--- src/rtl/posit_encoder_pkg.sv ---
// Shared constants for the posit encoder stage: FSM encodings, fixed posit
// patterns and parameter derivation helpers.
package posit_encoder_pkg;

  localparam logic [1:0] ST_IDLE   = 2'd0;
  localparam logic [1:0] ST_REGIME = 2'd1;
  localparam logic [1:0] ST_ROUND  = 2'd2;
  localparam logic [1:0] ST_OUT    = 2'd3;

  localparam int MAX_N = 64;
  typedef logic [MAX_N-1:0] pat_t;

  // Patterns are built at MAX_N width; callers size-cast down to N.
  function automatic pat_t nar_pat(input int n);
    return pat_t'(1) << (n - 1);
  endfunction

  function automatic pat_t maxpos_pat(input int n);
    return (pat_t'(1) << (n - 1)) - pat_t'(1);
  endfunction

  function automatic pat_t minpos_pat();
    return pat_t'(1);
  endfunction

  function automatic int fw_of(input int n, input int es);
    return n - es - 3;
  endfunction

  function automatic int sw_of(input int n, input int es);
    return $clog2(n) + es + 2;
  endfunction

endpackage

--- src/rtl/posit_encoder_if.sv ---
// Request/response bundle between the pipeline controller and the encoder.
interface posit_encoder_if #(
  parameter int N  = 32,
  parameter int SW = 9,
  parameter int FW = 27
);
  logic          start;
  logic          zero_in;
  logic          nar_in;
  logic          sign_in;
  logic [SW-1:0] scale_in;
  logic [FW-1:0] frac_in;
  logic          sticky_in;
  logic          busy;
  logic          done;
  logic [N-1:0]  posit_out;

  modport master (
    output start, zero_in, nar_in, sign_in, scale_in, frac_in, sticky_in,
    input  busy, done, posit_out
  );

  modport slave (
    input  start, zero_in, nar_in, sign_in, scale_in, frac_in, sticky_in,
    output busy, done, posit_out
  );
endinterface

--- src/rtl/posit_encoder_regime_builder.sv ---
// Combinational: splits scale into regime k and exponent e, then left-aligns
// {regime, e, frac, sticky} in a 2N-bit body and flags regime saturation.
module posit_regime_builder
  import posit_encoder_pkg::*;
#(
  parameter int N  = 32,
  parameter int ES = 2,
  parameter int SW = sw_of(N, ES),
  parameter int FW = fw_of(N, ES)
) (
  input  logic [SW-1:0]  scale_i,
  input  logic [FW-1:0]  frac_i,
  input  logic           sticky_i,
  output logic [2*N-1:0] body_o,
  output logic           sat_max_o,
  output logic           sat_min_o
);
  localparam int BW = 2 * N;
  localparam int TW = ES + FW + 1;
  localparam int KW = SW - ES;

  logic signed [KW-1:0] k;
  logic [BW-1:0]        tail_al;
  logic [BW-1:0]        prefix;
  logic [7:0]           pamt;
  logic [7:0]           rlen;
  int                   kc;

  assign k       = scale_i[SW-1:ES];
  assign tail_al = {scale_i[ES-1:0], frac_i, sticky_i, {(BW-TW){1'b0}}};

  always_comb begin
    kc        = int'(k);
    sat_max_o = (kc > N - 2);
    sat_min_o = (kc < -(N - 2));
    // Clamp so the shift amounts stay in range; saturation overrides the body.
    if (sat_max_o)      kc = N - 2;
    else if (sat_min_o) kc = -(N - 2);
    if (kc >= 0) begin
      pamt   = 8'(kc + 1);
      rlen   = 8'(kc + 2);
      prefix = ~({BW{1'b1}} >> pamt);
    end else begin
      pamt   = 8'(-kc);
      rlen   = 8'(1 - kc);
      prefix = {1'b1, {(BW-1){1'b0}}} >> pamt;
    end
    body_o = prefix | (tail_al >> rlen);
  end

endmodule

--- src/rtl/posit_encoder.sv ---
// Posit pack stage: registers operands, builds the regime body, rounds to
// nearest-even with saturation, and emits the two's-complement posit.
module posit_encoder
  import posit_encoder_pkg::*;
#(
  parameter int N  = 32,
  parameter int ES = 2,
  parameter int SW = sw_of(N, ES),
  parameter int FW = fw_of(N, ES)
) (
  input logic           clk,
  input logic           rst,
  posit_encoder_if.slave enc
);
  localparam int BW = 2 * N;
  localparam logic [N-1:0] NAR    = N'(nar_pat(N));
  localparam logic [N-1:0] MAXPOS = N'(maxpos_pat(N));
  localparam logic [N-1:0] MINPOS = N'(minpos_pat());

  logic [1:0]    state_q, state_d;
  logic          zero_q, zero_d, nar_q, nar_d, sign_q, sign_d, sticky_q, sticky_d;
  logic [SW-1:0] scale_q, scale_d;
  logic [FW-1:0] frac_q, frac_d;
  logic [BW-1:0] body_q, body_d;
  logic          sat_max_q, sat_max_d, sat_min_q, sat_min_d;
  logic [N-1:0]  mag_q, mag_d;
  logic [N-1:0]  posit_q, posit_d;
  logic          done_q, done_d;

  logic [BW-1:0] body_w;
  logic          sat_max_w, sat_min_w;
  logic [N-2:0]  keep;
  logic          guard, rest, inc;
  logic [N-1:0]  sum;

  posit_regime_builder #(.N(N), .ES(ES), .SW(SW), .FW(FW)) u_regime (
    .scale_i   (scale_q),
    .frac_i    (frac_q),
    .sticky_i  (sticky_q),
    .body_o    (body_w),
    .sat_max_o (sat_max_w),
    .sat_min_o (sat_min_w)
  );

  assign keep  = body_q[BW-1 -: N-1];
  assign guard = body_q[BW-N];
  assign rest  = (|body_q[BW-N-1:0]) | sticky_q;
  assign inc   = guard & (rest | keep[0]);
  assign sum   = {1'b0, keep} + N'(inc);

  always_comb begin
    state_d   = state_q;
    zero_d    = zero_q;
    nar_d     = nar_q;
    sign_d    = sign_q;
    sticky_d  = sticky_q;
    scale_d   = scale_q;
    frac_d    = frac_q;
    body_d    = body_q;
    sat_max_d = sat_max_q;
    sat_min_d = sat_min_q;
    mag_d     = mag_q;
    posit_d   = posit_q;
    done_d    = 1'b0;
    unique case (state_q)
      ST_IDLE: begin
        // A start coinciding with the done pulse is dropped, not accepted.
        if (enc.start && !done_q) begin
          zero_d   = enc.zero_in;
          nar_d    = enc.nar_in;
          sign_d   = enc.sign_in;
          scale_d  = enc.scale_in;
          frac_d   = enc.frac_in;
          sticky_d = enc.sticky_in;
          state_d  = ST_REGIME;
        end
      end
      ST_REGIME: begin
        body_d    = body_w;
        sat_max_d = sat_max_w;
        sat_min_d = sat_min_w;
        state_d   = ST_ROUND;
      end
      ST_ROUND: begin
        if (sat_max_q)      mag_d = MAXPOS;
        else if (sat_min_q) mag_d = MINPOS;
        else if (sum[N-1])  mag_d = MAXPOS;
        else if (sum == '0) mag_d = MINPOS;
        else                mag_d = sum;
        state_d = ST_OUT;
      end
      ST_OUT: begin
        if (nar_q)       posit_d = NAR;
        else if (zero_q) posit_d = '0;
        else if (sign_q) posit_d = -mag_q;
        else             posit_d = mag_q;
        done_d  = 1'b1;
        state_d = ST_IDLE;
      end
      default: state_d = ST_IDLE;
    endcase
  end

  always_ff @(posedge clk) begin
    if (rst) begin
      state_q   <= ST_IDLE;
      zero_q    <= 1'b0;
      nar_q     <= 1'b0;
      sign_q    <= 1'b0;
      sticky_q  <= 1'b0;
      scale_q   <= '0;
      frac_q    <= '0;
      body_q    <= '0;
      sat_max_q <= 1'b0;
      sat_min_q <= 1'b0;
      mag_q     <= '0;
      posit_q   <= '0;
      done_q    <= 1'b0;
    end else begin
      state_q   <= state_d;
      zero_q    <= zero_d;
      nar_q     <= nar_d;
      sign_q    <= sign_d;
      sticky_q  <= sticky_d;
      scale_q   <= scale_d;
      frac_q    <= frac_d;
      body_q    <= body_d;
      sat_max_q <= sat_max_d;
      sat_min_q <= sat_min_d;
      mag_q     <= mag_d;
      posit_q   <= posit_d;
      done_q    <= done_d;
    end
  end

  assign enc.busy      = (state_q != ST_IDLE);
  assign enc.done      = done_q;
  assign enc.posit_out = posit_q;

endmodule

--- src/flat_wrapper.sv ---
// flat-port wrapper written by rule: the top's interface ports become plain ports
module posit_encoder_flat import posit_encoder_pkg::*;
#(
  parameter int N  = 32,
  parameter int ES = 2,
  parameter int SW = sw_of(N, ES),
  parameter int FW = fw_of(N, ES)
)
  (clk, rst, enc_start, enc_zero_in, enc_nar_in, enc_sign_in, enc_scale_in, enc_frac_in, enc_sticky_in, enc_busy, enc_done, enc_posit_out);
  posit_encoder_if #(.N(N), .SW(SW), .FW(FW)) enc_i ();
  input logic clk;
  input logic rst;
  input wire logic [$bits(enc_i.start)-1:0] enc_start;
  input wire logic [$bits(enc_i.zero_in)-1:0] enc_zero_in;
  input wire logic [$bits(enc_i.nar_in)-1:0] enc_nar_in;
  input wire logic [$bits(enc_i.sign_in)-1:0] enc_sign_in;
  input wire logic [$bits(enc_i.scale_in)-1:0] enc_scale_in;
  input wire logic [$bits(enc_i.frac_in)-1:0] enc_frac_in;
  input wire logic [$bits(enc_i.sticky_in)-1:0] enc_sticky_in;
  output wire logic [$bits(enc_i.busy)-1:0] enc_busy;
  output wire logic [$bits(enc_i.done)-1:0] enc_done;
  output wire logic [$bits(enc_i.posit_out)-1:0] enc_posit_out;
  assign enc_i.start = enc_start;
  assign enc_i.zero_in = enc_zero_in;
  assign enc_i.nar_in = enc_nar_in;
  assign enc_i.sign_in = enc_sign_in;
  assign enc_i.scale_in = enc_scale_in;
  assign enc_i.frac_in = enc_frac_in;
  assign enc_i.sticky_in = enc_sticky_in;
  assign enc_busy = enc_i.busy;
  assign enc_done = enc_i.done;
  assign enc_posit_out = enc_i.posit_out;
  posit_encoder #(.N(N), .ES(ES), .SW(SW), .FW(FW)) u_core (.clk(clk), .rst(rst), .enc(enc_i));
endmodule
--- config.mk ---
export PLATFORM = sky130hd
export DESIGN_NAME = posit_encoder_flat
export DESIGN_NICKNAME = d
export VERILOG_FILES = /design/src/rtl/posit_encoder_pkg.sv /design/src/rtl/posit_encoder_if.sv /design/src/rtl/posit_encoder_regime_builder.sv /design/src/rtl/posit_encoder.sv /design/src/flat_wrapper.sv
export SDC_FILE = /design/constraint.sdc
export NUM_CORES = 1
export LEC_CHECK = 0
export BUFFER_PORTS_ARGS = -buffer_cell sky130_fd_sc_hd__buf_4
export CAP_MARGIN = 10
export CORE_UTILIZATION = 40
export DETAILED_ROUTE_END_ITERATION = 7
export SYNTH_ARGS = -nofsm -noshare
export SYNTH_HDL_FRONTEND = slang
export SYNTH_SLANG_ARGS = --single-unit
--- constraint.sdc ---
create_clock -name clk -period 4.45 [get_ports clk]
set_clock_uncertainty 0.15 [all_clocks]
set_input_delay 0.89 -clock clk [delete_from_list [all_inputs] [get_ports clk]]
set_output_delay 0.89 -clock clk [all_outputs]
set_load 0.03 [all_outputs]
==> results.cfg <==
[global_routing]
met2_usage = 0.5631
use_met3 = 0.03630
grt_use_met1 = 0.4261
antenna_found_initial = 0
grt_first_pass_wirelength_um = 83780
busiest_layer = met2
grt_max_degree = 75
overflow = 0
grt_pass1_vias = 13610
grt_usage = 0.3349

[cells_and_area]
final_cell_mix = 230 x buf_4, 196 x nand2_1, 187 x nor2_1
final_util = 0.4845
final_common_cell = buf_4
layout.nets = 1914
drive_gt1_frac = 0.1837
diodes = 0
multiInputGateArea_sq_um = 8776
nFillCells = 3221
area_growth_pct = 19.07
regArea_sq_um = 3445

[run_status]
violations = DRC
status = finished, violations left

[synth]
netlist.area_leader.share = 0.2675
synth.distinct_cells = 83
synth.largest_area_cell = dfxtp_1
avgSynthCellArea_sq_um = 7.310
synthFlopType = dfxtp_1
synth_warnings = 0
syn_inst = 1761
ys_seq_area_frac = 0.2675
yosys-top-cells-area = dfxtp_1 27%, nand2_1 5.7%, nor2_1 5.5%
netlist_area_sq_um = 12870
synth-seq-cells = 172
async_flop_share = 0
synth_nets = 1815
synth-edff-count = 0

[floorplan]
die_y_um = 181.4
die_area_sq_um = 32900
row_count = 65
start_util = 0.4069
io_pins = 77
core-area_sq_um = 31640
fp.dieW_um = 181.4

[clocking]
clock_sink_count = 172
clockBufferDepth = 2
cts_tree = built
cts_root_buffer = clkbuf_16
htreeDepth = 4
cts_made_buffers = 17
clk_latency_ns = 0.47
clk_pin_slew_worst_paths_ns = 0.08

[route]
first_pass_iters = 8
drc = 10
drt-total-wl_um = 55530
ant_nets = 0
vias_per_cell = 6.487
drtIter0Drc = 1803
wl_per_cell_um = 24.41
via_count = 14760

[sta]
tightestPinTransition_ns = 1.017
rsz0062_at_grt = true
setup_viol = 0
max_freq_ghz = 0.2283
setup_ws_ns = 0.06929
maxSlewViolCount = 0
tns_ns = 0
period_minus_slack_ns = 4.381
finalCritPeriodShare = 0.9844
slew_headroom = 0.3213
hold_violations = 0

[flow_run]
maxCapViolations = 0

[placed_design]
hpwl_um = 42430
portBuffers = 76
dp_worst_setup_slack_ns = 0.01362
gp_congestion = 1.028

[pwr]
comb_power_share = 0.677
power.density_nw_per_um2 = 873.9
switching_share = 0.5260
power_leakage_nw = 5.826
p_int_w = 0.006349
p_switching_w = 0.007046
share_seq_of_total_power = 0.202
peakVddDrop_uv = 345.4
p_clk_frac = 0.120

[setup_path]
worstSetupEndpoint = u_core.body_q[39]
end_kind = flip-flop
cp.buffers_inverters = 2
cp-start-kind = flip-flop
r2r_slack_ns = 0.07
rr_endpoint = u_core.body_q[39]
path_common_cell = mux2i_1
path_delay_family = simple AND/OR/NAND/NOR gates
cp_slowest_cell = or4b_2
cp.required_ns = 4.64
cp_max_fo = 33
timing.rr.start = u_core.scale_q[3]
path_class = flip-flop to flip-flop
cp-startpoint = u_core.scale_q[3]
reg2regPathDepth = 13
cpPeakStageDelay_ns = 0.75
crit_cells = 13
crit_chain = or4_1, nand3_1, ha_2, buf_12, or4b_2, buf_4, a21oi_1, a221oi_1, a2bb2oi_1, a22oi_1, mux2i_1, mux2i_1, a2111oi_0
arrival_ns = 4.57

[worst_hold_path]
min_path_cells = 2
hold_class = flip-flop to flip-flop
worst reg2reg max path, delay by kind of cell (launching register included):
family	cells	cell delay [ns]
AO/OA/AOI/OAI	5	1.06
AND/OR/NAND/NOR	3	1.42
multiplexers	2	0.60
flip-flops	1	0.32
adder cells (fa/ha/maj)	1	0.33
buffers and inverters	2	0.39
synth_stat cells (17+ instances only):
cell type / n
a21oi_1: 138
a22o_1: 18
a22oi_1: 29
nor4_1: 36
nor3_1: 66
a221oi_1: 21
nand4_1: 19
o211ai_1: 17
dfxtp_1: 172
o21ai_0: 77
nand3_1: 36
a211oi_1: 60
o221a_2: 29
xnor2_1: 52
and3_1: 24
clkbuf_1: 131
xor2_1: 22
nor2_1: 189
nand2_1: 196
mux2i_1: 27
a31oi_1: 38
inv_1: 41
layout make-up:
type,count,share of cell area
Inverter,45,0.01102
Sequential cell,172,0.2247
Clock buffer,20,0.02914
Timing Repair Buffer,235,0.1192
Multi-Input combinational cell,1389,0.5726
Tap cell,402,0.03282
Clock inverter,12,0.01053
timing repair:
action,in CTS,in global routing
setup endpoints to repair,1,15
setup buffers,0,0
gates resized for setup,1,13
pin swaps,0,2
hold buffers,0,0
hold endpoints to repair,0,0
per-stage QoR:
step | hold slack [ns] | power [W] | area [sq um] | instances
2_1_floorplan | 0.2962 | 0.007841 | 12920 | 1761
3_3_place_gp | 0.3110 | 0.01148 | 14660 | 2243
3_5_place_dp | 0.3155 | 0.01143 | 14660 | 2243
4_1_cts | 0.3259 | 0.01307 | 15270 | 2275
5_1_grt | 0.3486 | 0.01403 | 15330 | 2275
6_report | 0.3237 | 0.01339 | 15330 | 2275
worst min path at each step:
| stage | from | end | slack, ns |
|---|---|---|---|
| 2_1_floorplan | u_core.frac_q[9] | u_core.frac_q[9] | 0.30 |
| 3_3_place_gp | u_core.nar_q | u_core.nar_q | 0.31 |
| 3_5_place_dp | u_core.enc.posit_out[24] | u_core.enc.posit_out[24] | 0.32 |
| 4_1_cts | u_core.nar_q | u_core.nar_q | 0.33 |
| 5_1_grt | u_core.nar_q | u_core.nar_q | 0.35 |
| 6_report | u_core.nar_q | u_core.nar_q | 0.32 |
kinds of logic (layout without fill, tap and decap cells):
group / Yosys count / count (layout) / share of synthesized area
simple gates: 680 / 680 / 0.2604
compound gates: 590 / 590 / 0.3226
xor+xnor: 74 / 74 / 0.05035
flops: 172 / 172 / 0.2675
fa+ha+maj: 11 / 11 / 0.01069
mux: 34 / 34 / 0.02887
buf+inv: 200 / 312 / 0.05958
power by group through the flow:
stage / Clock, W / Combinational [W] / Sequential [W]
after global placement: 0 / 0.00878 / 0.00270
after CTS: 0.00163 / 0.00876 / 0.00268
after global routing: 0.00169 / 0.00956 / 0.00278
after detailed placement: 0 / 0.00871 / 0.00272
after floorplan: 0 / 0.00542 / 0.00242
final: 0.00161 / 0.00907 / 0.00271
state kept, by name, summed over array words and instances, names as in the netlist:
| name | flops |
|---|---|
| u_core.body_q | 64 |
| u_core.enc.done | 1 |
| u_core.enc.posit_out | 32 |
| u_core.frac_q | 27 |
| u_core.mag_q | 31 |
| u_core.nar_q | 1 |
| u_core.sat_max_q | 1 |
| u_core.sat_min_q | 1 |
| u_core.scale_q | 9 |
| u_core.sign_q | 1 |
| u_core.state_q | 2 |
| u_core.sticky_q | 1 |
| u_core.zero_q | 1 |
metal layers:
metal,vias up,wire length [um]
met2,735,25620
met5,-,0
met4,0,2727
met1,7042,23410
met3,133,3762
li1,6848,-
No activity file was read; power rests on OpenSTA's default activity.
